File: src/rtl/sram_fifo_pkg.sv
// Shared defaults and state encoding for the SRAM-backed FIFO controller.
package sram_fifo_pkg;

  localparam int SRAM_DATA_W = 8;
  localparam int SRAM_ADDR_W = 3;
  localparam int SRAM_DEPTH  = 2 ** SRAM_ADDR_W;

  typedef enum logic {
    IDLE,
    RD_PEND
  } state_t;

endpackage

File: src/rtl/sram_fifo_ctrl.sv
// Valid/ready FIFO over a single-port registered-read SRAM; first byte out 3 cycles after its write.
// in_ready drops when the SRAM is full or a read claims the port; reads stall while out_data is held.
module sram_fifo_ctrl
  import sram_fifo_pkg::*;
#(
  parameter int DATA_W = SRAM_DATA_W,
  parameter int ADDR_W = SRAM_ADDR_W
) (
  input  logic              clk,
  input  logic              rst,
  input  logic              in_valid,
  input  logic [DATA_W-1:0] in_data,
  output logic              in_ready,
  output logic              out_valid,
  output logic [DATA_W-1:0] out_data,
  input  logic              out_ready,
  output logic [ADDR_W:0]   count,
  output logic              full,
  output logic              empty,
  output logic              mem_wr,
  output logic              mem_rd,
  output logic [ADDR_W-1:0] mem_addr,
  output logic [DATA_W-1:0] mem_din,
  input  logic [DATA_W-1:0] mem_dout
);

  localparam int CW = ADDR_W + 1;
  localparam logic [ADDR_W:0] DEPTH = CW'(2 ** ADDR_W);

  state_t            state_q, state_d;
  logic [ADDR_W-1:0] wr_ptr_q, wr_ptr_d;
  logic [ADDR_W-1:0] rd_ptr_q, rd_ptr_d;
  logic [ADDR_W:0]   mem_cnt_q, mem_cnt_d;
  logic              out_valid_q, out_valid_d;
  logic [DATA_W-1:0] out_data_q, out_data_d;
  logic              rd_issue;
  logic              wr_fire;
  logic              capture;

  // Reads own the port whenever the output register can take their data.
  assign rd_issue = (state_q == IDLE) && (mem_cnt_q != '0) && (!out_valid_q || out_ready);
  assign full     = (mem_cnt_q == DEPTH);
  assign in_ready = !full && !rd_issue;
  assign wr_fire  = in_valid && in_ready;
  assign capture  = (state_q == RD_PEND);

  assign mem_wr    = wr_fire;
  assign mem_rd    = rd_issue;
  assign mem_addr  = rd_issue ? rd_ptr_q : wr_ptr_q;
  assign mem_din   = in_data;
  assign out_valid = out_valid_q;
  assign out_data  = out_data_q;
  assign count     = mem_cnt_q + CW'(capture) + CW'(out_valid_q);
  assign empty     = (count == '0);

  always_comb begin
    state_d     = state_q;
    wr_ptr_d    = wr_ptr_q;
    rd_ptr_d    = rd_ptr_q;
    mem_cnt_d   = mem_cnt_q;
    out_valid_d = out_valid_q;
    out_data_d  = out_data_q;

    if (rd_issue) begin
      rd_ptr_d  = rd_ptr_q + ADDR_W'(1);
      mem_cnt_d = mem_cnt_q - CW'(1);
      state_d   = RD_PEND;
    end else if (wr_fire) begin
      wr_ptr_d  = wr_ptr_q + ADDR_W'(1);
      mem_cnt_d = mem_cnt_q + CW'(1);
    end

    if (capture) begin
      state_d     = IDLE;
      out_valid_d = 1'b1;
      out_data_d  = mem_dout;
    end else if (out_valid_q && out_ready) begin
      out_valid_d = 1'b0;
    end
  end

  always_ff @(posedge clk or posedge rst) begin
    if (rst) begin
      state_q     <= IDLE;
      wr_ptr_q    <= '0;
      rd_ptr_q    <= '0;
      mem_cnt_q   <= '0;
      out_valid_q <= 1'b0;
      out_data_q  <= '0;
    end else begin
      state_q     <= state_d;
      wr_ptr_q    <= wr_ptr_d;
      rd_ptr_q    <= rd_ptr_d;
      mem_cnt_q   <= mem_cnt_d;
      out_valid_q <= out_valid_d;
      out_data_q  <= out_data_d;
    end
  end

endmodule

File: config.mk
export PLATFORM = sky130hd
export DESIGN_NAME = sram_fifo_ctrl
export DESIGN_NICKNAME = d
export VERILOG_FILES = /design/src/rtl/sram_fifo_pkg.sv /design/src/rtl/sram_fifo_ctrl.sv
export SDC_FILE = /design/constraint.sdc
export NUM_CORES = 1
export LEC_CHECK = 0
export BUFFER_PORTS_ARGS = -buffer_cell sky130_fd_sc_hd__buf_2
export CORE_UTILIZATION = 50
export CTS_CLUSTER_DIAMETER = 60
export DETAILED_ROUTE_END_ITERATION = 8
export PLACE_DENSITY = 0.86
export SETUP_SLACK_MARGIN = 0.15
export SLEW_MARGIN = 20
export SYNTH_ARGS = -nofsm -noshare
export SYNTH_HDL_FRONTEND = slang
export SYNTH_SLANG_ARGS = --single-unit
File: constraint.sdc
create_clock -name clk -period 5 [get_ports clk]
set_clock_uncertainty 0.15 [all_clocks]
set_input_delay 0.25 -clock clk [delete_from_list [all_inputs] [get_ports clk]]
set_output_delay 0.25 -clock clk [all_outputs]
set_load 0.01 [all_outputs]
==> results of run 1 <==
## registers in the layout (all words and copies together), names as in the netlist
| name | flops |
|---|---|
| mem_cnt_q | 4 |
| capture | 1 |
| rd_ptr_q | 3 |
| wr_ptr_q | 3 |
| out_data | 8 |
| out_valid | 1 |
## worst max-delay path by stage
stage,to,slack [ns],start,cells past startpoint
6_report,mem_cnt_q[2]$_DFFE_PP0P_,2.28,mem_cnt_q[0]$_DFFE_PP0P_,8
3_3_place_gp,mem_cnt_q[2]$_DFFE_PP0P_,2.48,mem_cnt_q[0]$_DFFE_PP0P_,8
5_1_grt,mem_cnt_q[2]$_DFFE_PP0P_,2.21,mem_cnt_q[0]$_DFFE_PP0P_,8
3_5_place_dp,mem_cnt_q[2]$_DFFE_PP0P_,2.34,mem_cnt_q[0]$_DFFE_PP0P_,8
4_1_cts,mem_cnt_q[2]$_DFFE_PP0P_,2.33,mem_cnt_q[0]$_DFFE_PP0P_,8
2_1_floorplan,mem_cnt_q[2]$_DFFE_PP0P_,2.72,mem_cnt_q[0]$_DFFE_PP0P_,9
## cell usage after synthesis, types with 2 or more instances
cell     number  area (µm²)
nand2_1       4        15.0
buf_4        10        75.1
ha_1          4        50.1
inv_1         3        11.3
nor2_1        3        11.3
nor4_1        2        12.5
buf_6         2        22.5
mux2_2       12         135
xnor2_1       6        52.6
dfrtp_1      20         500
xor2_1        2        17.5
mux2_4        2        30.0
## worst max-delay path, stage by stage, from the launching register on
cell,delay [ns]
dfrtp_1,0.51
nor4_1,0.41
or3_1,0.41
o21ai_0,0.15
ha_1,0.25
nor2_1,0.09
nor4b_1,0.46
a31oi_4,0.04
xnor2_1,0.14
## power by group through the flow
stage          Clock, µW  Sequential [µW]  Combinational, µW
2_1_floorplan          0              325                422
3_3_place_gp           0              341                515
3_5_place_dp           0              346                532
4_1_cts              135              344                536
5_1_grt              141              358                582
6_report             133              344                529
## metal layers
metal | vias up | part of all wire, %
li1 | 342 | -
met1 | 366 | 41
met2 | 26 | 54
met3 | 4 | 4.8
met4 | 0 | 0.61
met5 | - | 0
## stage by stage
| step | hold WS, ns | worst slack (ns) | power, µW | util [%] | area, µm² |
|---|---|---|---|---|---|
| final | 0.0199 | 2.28 | 1010 | 62.6 | 1280 |
| after detailed placement | 0.263 | 2.34 | 877 | 59.6 | 1220 |
| after CTS | 0.0138 | 2.33 | 1020 | 62.6 | 1280 |
| after floorplan | 0.0638 | 2.72 | 747 | - | 1120 |
| after global routing | 0.00541 | 2.21 | 1080 | 62.6 | 1280 |
| after global placement | 0.248 | 2.48 | 856 | 59.6 | 1220 |
## layout make-up
type,instances,area (µm²),share of cell area [%]
clock inverters,1,30.0,2.35
inverters,4,17.5,1.37
multi-input cells,51,504,39.4
well taps,27,33.8,2.64
clock buffers,3,22.5,1.76
repair buffers,33,170,13.3
flip-flops and latches,20,500,39.1
## cells by family after synthesis
group / count (synthesis)
DFF: 20
muxes: 15
adders and majority gates: 5
buffers and inverters: 16
and+or+nand+nor: 17
AOI/OAI and AO/OA: 6
xor gates and xnor gates: 8
## repair_timing
action,CTS,global route
endpoints found under the hold margin,20,0
buffers inserted,0,0
hold buffers,1,0
==> reports/metrics.yaml, run 1 <==
die_x_um: 49.3
clock_path_buffers: 2
worst-r2r-setup-slack_ns: 2.28
combPwrFrac_pct: 52.6
antenna_found_initial: 0
cp_max_fo: 8
placed_cells: 134
cts_tree: "built"
syn_area_um2: 1120
synth_edf_count: 0
core_um2: 2040
reg2reg_from: "mem_cnt_q[0]$_DFFE_PP0P_"
p_leak_uw: 0.000607
port_buffers: 32
yosysWarnings: 0
power.switching_uw: 399
die_area_um2: 2430
fin_nets: 138
cts_max_level: 1
p_int_uw: 607
clkSinkCount: 20
synthSimpleGateAreaFrac_pct: 8.94
min_path_cells: 2
cts_buffers: 3
rr_worst_depth: 8
viasPerCell: 5.31
vias: 738
ir_drop_mv: 0.471
drc_errors: 0
synth_cells: 87
cap_viol_max_count: 0
rsz0062_at_grt: "false"
final_cell_mix: "32 x buf_2, 20 x dfrtp_1, 12 x mux2_2"
ios: 49
relSlewSlack_pct: 50.7
required_ns: 5.04
path_class: "reg -> reg"
hp-start: "mem_dout[2]"
tns_ns: 0
pwr-share-clk_pct: 13.2
drv_slew: 0
p_per_area_nw_per_um2: 787
clock_latency_ns: 0.30
startpoint_type: "flop"
gr-total-overflow: 0
synth_compound_area_share_pct: 7.93
synth_fa_ha_area_share_pct: 6.26
initial_core_util_pct: 54.8
hold_class: "in -> reg"
min_period_ns: 2.72
status: "finished, final reports clean"
clock.fmax_mhz: 368
synth_seq_cells: 20
post-route-period-util_pct: 54.3
path_clk_slew_ns: 0.12
wirelength_um: 1980
place.gp.congestion: 0.772
areaGrowthSynthToFinish_pct: 14.2
n_antenna_cell: 0
worst_pin_slew_ns: 0.739
syn_area_per_cell_um2: 12.9
die_h_um: 49.3
grt_busiest_layer: "met2"
setup_viol: 0
hold_path_end: "out_data[2]$_DFFE_PP0P_"
rows: 16
grt_usage_pct: 17.8
hold_viol_final: 0
dpl.hpwl_um: 1400
r2r_end: "mem_cnt_q[2]$_DFFE_PP0P_"
fillerInstances: 181
worstPathArrival_ns: 2.76
use_met1_pct: 18.7
critPathCaptureType: "flop"
met2_usage_pct: 32.6
final_antenna_net_count: 0
drt-initial-drc-count: 3
grt_pass1_vias: 745
grt_max_degree: 21
synthDistinctLibCells: 29
seq_area_frac_synth_pct: 44.7
syn_nets: 112
fin_cells: 139
seqPwrFrac_pct: 34.2
synth_flop_cell: "dfrtp_1"
grt_pass1_wl_um: 3240
wl_per_cell_um: 14.3
sw_frac_of_total_pct: 39.6
synth_top_family_by_area: "multiplexers"
async_reset_ff_share_pct: 100
muxShareOfSynthArea_pct: 15.6
final_common_cell: "buf_2"
root_buffer: "clkbuf_4"
met3_usage_pct: 3.74
cts_resized: 0
yosys.area_share.xor_xnor_pct: 6.26
first_pass_iters: 4
drive_above_1_share_pct: 50.9
(Power assumes the default switching activity.)
==> run 2: changes to the inputs <==
--- a/config.mk
+++ b/config.mk
@@ -6,10 +6,10 @@
 export NUM_CORES = 1
 export LEC_CHECK = 0
 export BUFFER_PORTS_ARGS = -buffer_cell sky130_fd_sc_hd__buf_2
-export CORE_UTILIZATION = 50
+export CORE_UTILIZATION = 42
 export CTS_CLUSTER_DIAMETER = 60
 export DETAILED_ROUTE_END_ITERATION = 8
-export PLACE_DENSITY = 0.86
+export PLACE_DENSITY = 0.77
 export SETUP_SLACK_MARGIN = 0.15
 export SLEW_MARGIN = 20
 export SYNTH_ARGS = -nofsm -noshare
==> constraint.sdc (replaced) <==
create_clock -name clk -period 2.32 [get_ports clk]
set_clock_uncertainty 0.15 [all_clocks]
set_input_delay 0.116 -clock clk [delete_from_list [all_inputs] [get_ports clk]]
set_output_delay 0.116 -clock clk [all_outputs]
set_load 0.01 [all_outputs]
==> run 2 against run 1 <==
Against the previous run: clock power increased by 20%; global-route usage grew 0.56 points; first-iteration DRC count up 100%; critical path depth fell by 2; die area rose by 18%; setup slack worse by 2.2 ns; non-clock buffer count is 21 higher; critical path type is now reg -> out.
==> reports/metrics.yaml, run 2 (synthesis results as in run 1) <==
status: "finished, final reports clean"
path_clk_slew_ns: 0.11
wl_per_cell_um: 14.9
fillerInstances: 197
grt_max_degree: 21
largest_register_ff_count: 8
clock_latency_ns: 0.29
clock.fmax_mhz: 438
die_area_um2: 2880
clock_path_buffers: 2
p_leak_uw: 0.000709
port_buffers: 32
multiInputGateArea_um2: 584
seqPwrFrac_pct: 27.6
antenna_found_initial: 0
hold_class: "in -> reg"
areaGrowthSynthToFinish_pct: 36.6
tns_ns: 0
rsz0062_at_grt: "true"
gr-total-overflow: 0
required_ns: 2.05
cp_max_fo: 4
die_h_um: 53.6
cp_cell_sequence: "buf_6, fa_2, ha_4, xor2_2, nor4_2, buf_2"
fin_nets: 159
ir_drop_mv: 0.967
p_per_area_nw_per_um2: 1640
final_antenna_net_count: 0
grt_pass1_wl_um: 3770
critPathCaptureType: "primary output"
place.gp.congestion: 0.869
relSlewSlack_pct: 49.9
cpPeakStageDelay_ns: 0.42
register_area_um2: 503
final_cell_mix: "31 x buf_2, 18 x dfrtp_1, 11 x mux2_2, 11 x buf_4, 9 x dlygate4sd3_1"
first_pass_iters: 4
clkSinkCount: 20
worst_pin_slew_ns: 0.751
sw_frac_of_total_pct: 39.9
drive_above_1_share_pct: 60.6
combPwrFrac_pct: 66.1
cts_tree: "built"
min_period_ns: 2.28
cts_buffers: 3
drc_errors: 0
core_um2: 2500
viasPerCell: 5.02
cts_max_level: 1
n_antenna_cell: 0
startpoint_type: "flop"
drt-initial-drc-count: 6
root_buffer: "clkbuf_4"
p_int_uw: 1510
setup_viol: 0
final_common_cell: "buf_2"
grt_pass1_vias: 830
path_class: "reg -> out"
ios: 49
hold_viol_final: 0
drv_slew: 0
cap_viol_max_count: 0
die_x_um: 53.6
worstPathArrival_ns: 2.02
rows: 18
post-route-period-util_pct: 98.5
total_power_uw: 2520
initial_core_util_pct: 44.8
vias: 814
wirelength_um: 2420
grt_usage_pct: 18.4
power.switching_uw: 1000
critical-path-slowest-cell: "fa_2"
pwr-share-clk_pct: 6.3
## run 2: path summary, 6_finish.rpt
check	from	end	slack [ns]	cells after the start
setup reg to reg	mem_cnt_q[0]$_DFFE_PP0P_	mem_cnt_q[2]$_DFFE_PP0P_	0.21	9
max in group asynchronous	rst	mem_cnt_q[3]$_DFFE_PP0P_	1.17	3
hold reg to reg	rd_ptr_q[2]$_DFFE_PP0P_	rd_ptr_q[2]$_DFFE_PP0P_	0.34	1
setup / recovery	mem_cnt_q[0]$_DFFE_PP0P_	empty	0.04	6
min in group asynchronous	rst	wr_ptr_q[1]$_DFFE_PP0P_	0.34	3
hold / removal	in_valid	mem_cnt_q[0]$_DFFE_PP0P_	0.07	3
## run 2: final cells by class
type	count	area share, %
flip-flops and latches	20	32.9
repair buffers	54	23.9
well taps	30	2.45
inverters	4	1.14
clock buffers	3	1.47
multi-input cells	51	38.2
## run 2: repair_timing
| action | in CTS | in global routing |
|---|---|---|
| buffers inserted | 3 | 6 |
| resized for setup | 5 | 13 |
| hold buffers | 9 | 0 |
| endpoints found under the setup margin | 6 | 5 |
| cloned | 0 | 0 |
| hold endpoints to repair | 28 | 0 |
| pin swaps | 2 | 5 |
## run 2: through the flow
step | worst slack, ns | utilization [%] | area (µm²) | hold slack [ns] | cells
4_1_cts | 0.0597 | 57.1 | 1430 | 0.0600 | 156
5_1_grt | -0.0957 | 61.2 | 1530 | 0.0534 | 162
2_1_floorplan | 0.183 | - | 1140 | -0.0702 | 87
3_3_place_gp | 0.299 | 50.8 | 1270 | 0.0821 | 141
3_5_place_dp | 0.161 | 50.8 | 1270 | 0.0821 | 141
6_report | 0.0354 | 61.2 | 1530 | 0.0699 | 162
## run 2: power by group through the flow
stage / clock network, µW / registers, µW / logic (µW)
3_3_place_gp: 0 / 686 / 1250
4_1_cts: 163 / 690 / 1420
6_report: 159 / 695 / 1660
2_1_floorplan: 0 / 704 / 932
5_1_grt: 180 / 726 / 1800
3_5_place_dp: 0 / 700 / 1310
## run 2: worst max-delay path, delay by kind of cell, from the launching register on
kind	cells	cell delay, ns
fa+ha+maj	2	0.60
simple gates	1	0.25
xor+xnor	1	0.17
flops	1	0.40
buf+inv	2	0.30
## run 2: layer usage
metal	vias up	track usage (%)	share of wire, %
met5	-	0	0
met4	0	6.58	1.6
met3	4	1.69	4.6
met2	21	34.4	55
met1	407	21.6	39
li1	382	-	-
==> run 3: changes to the inputs <==
--- a/config.mk
+++ b/config.mk
@@ -10,6 +10,7 @@
 export CTS_CLUSTER_DIAMETER = 60
 export DETAILED_ROUTE_END_ITERATION = 8
 export PLACE_DENSITY = 0.77
+export REMOVE_ABC_BUFFERS = 1
 export SETUP_SLACK_MARGIN = 0.15
 export SLEW_MARGIN = 20
 export SYNTH_ARGS = -nofsm -noshare
==> run 3 against run 2 <==
Against the previous run: critical path depth fell by 1; design area shrank 1.1%; clock power increased by 78%; critical path type unchanged; wire length fell by 7.3%; first-iteration DRC count decreased by 50%; sequential share of layout area up 0.19 points; sequential power is 4.5% lower; combinational power is 8% lower.
==> reports/metrics.yaml, run 3 (synthesis results as in run 1) <==
sw_frac_of_total_pct: 38.5
critPathCaptureType: "primary output"
cts_max_level: 1
cts_buffers: 3
p_per_area_nw_per_um2: 1640
root_buffer: "clkbuf_4"
status: "finished, final reports clean"
die_h_um: 53.6
die_area_um2: 2880
power.switching_uw: 956
fin_nets: 159
r2r_end: "mem_cnt_q[2]$_DFFE_PP0P_"
fin_cells: 163
ir_drop_mv: 1.10
rr_worst_depth: 10
worst-r2r-setup-slack_ns: 0.11
reg2reg_from: "out_valid$_DFFE_PP0P_"
worstPathArrival_ns: 1.98
worst_pin_slew_ns: 0.705
fillerInstances: 210
placed_cells: 144
pwr-share-clk_pct: 11.4
gr-total-overflow: 0
first_pass_iters: 2
path_clk_slew_ns: 0.12
path_class: "reg -> out"
p_leak_uw: 0.000706
clock.fmax_mhz: 446
die_x_um: 53.6
min_path_cells: 3
cap_viol_max_count: 0
final_antenna_net_count: 0
port_buffers: 32
largest_register_ff_count: 8
required_ns: 2.05
hold_path_end: "mem_cnt_q[0]$_DFFE_PP0P_"
areaGrowthSynthToFinish_pct: 35.2
cts_tree: "built"
drv_slew: 0
ios: 49
total_power_uw: 2480
cp_max_fo: 7
grt_pass1_wl_um: 3860
final_cell_mix: "31 x buf_2, 20 x dfrtp_1, 12 x mux2_2, 12 x buf_4, 9 x dlygate4sd3_1"
core_um2: 2500
relSlewSlack_pct: 52.9
clock_latency_ns: 0.30
postLayoutCoreUtil_pct: 60.6
combPwrFrac_pct: 61.8
p_int_uw: 1530
grt_pass1_vias: 864
clock_path_buffers: 2
seqPwrFrac_pct: 26.8
wl_per_cell_um: 13.8
min_period_ns: 2.24
drt-initial-drc-count: 3
n_antenna_cell: 0
place.gp.congestion: 0.827
grt_max_degree: 21
setup_viol: 0
grt_usage_pct: 19.5
hold_viol_final: 0
clkSinkCount: 20
hold_class: "in -> reg"
drive_above_1_share_pct: 58.6
startpoint_type: "flop"
antenna_found_initial: 0
viasPerCell: 5.01
vias: 816
final_common_cell: "buf_2"
post-route-period-util_pct: 96.6
wirelength_um: 2240
hp-start: "in_valid"
rows: 18
initial_core_util_pct: 44.8
rsz0062_at_grt: "true"
drc_errors: 0
==> run 3: per-stage QoR <==
stage	setup slack, ns	area, µm²	TNS, ns	hold WS, ns
2_1_floorplan	-0.0872	1020	-0.0872	-0.0702
3_3_place_gp	0.170	1270	0	0.0821
3_5_place_dp	0.0351	1270	0	0.0821
4_1_cts	0.0363	1460	0	0.0201
5_1_grt	-0.0206	1510	-0.0494	0.0341
6_report	0.0787	1510	0	0.0305
==> run 3: layer usage <==
metal  part of all wire [%]  track usage (%)
met4                    1.7             10.1
met3                    5.3             6.78
met5                      0                0
met1                     43             22.6
met2                     50             31.7
==> run 3: layout make-up <==
type / instances / area [µm²] / area share [%]
inverters: 4 / 17.5 / 1.16
flip-flops and latches: 20 / 500 / 33.1
multi-input cells: 51 / 548 / 36.2
repair buffers: 54 / 358 / 23.6
clock buffers: 3 / 22.5 / 1.49
clock inverters: 1 / 30.0 / 1.98
well taps: 30 / 37.5 / 2.48
==> run 3: what timing repair did <==
action | CTS | global route
resized for setup | 7 | 5
pin swaps | 2 | 4
hold endpoints to repair | 28 | 0
setup buffers | 3 | 3
setup endpoints to repair | 5 | 8
hold buffers | 9 | 0
==> run 3: worst max-delay path by stage <==
stage | startpoint | end | slack [ns] | cells after the start
2_1_floorplan | mem_cnt_q[0]$_DFFE_PP0P_ | mem_cnt_q[2]$_DFFE_PP0P_ | -0.09 | 8
3_3_place_gp | out_valid$_DFFE_PP0P_ | mem_cnt_q[2]$_DFFE_PP0P_ | 0.17 | 10
3_5_place_dp | mem_cnt_q[3]$_DFFE_PP0P_ | mem_cnt_q[2]$_DFFE_PP0P_ | 0.04 | 9
4_1_cts | mem_cnt_q[0]$_DFFE_PP0P_ | empty | 0.04 | 6
5_1_grt | mem_cnt_q[0]$_DFFE_PP0P_ | empty | -0.02 | 6
6_report | mem_cnt_q[3]$_DFFE_PP0P_ | mem_addr[2] | 0.08 | 5
==> run 3: power groups by stage <==
stage / sequential, µW / clock, µW / combinational (µW)
global placement: 648 / 0 / 1300
CTS: 663 / 289 / 1420
detailed placement: 663 / 0 / 1340
global route: 692 / 300 / 1700
floorplan: 747 / 0 / 778
finish: 664 / 283 / 1530
==> run 3: worst max-delay path: stages (launching register included) <==
cell and delay, ns:
dfrtp_1 0.41, nor4_2 0.40, or3_1 0.20, buf_4 0.19, mux2_2 0.34, buf_2 0.14
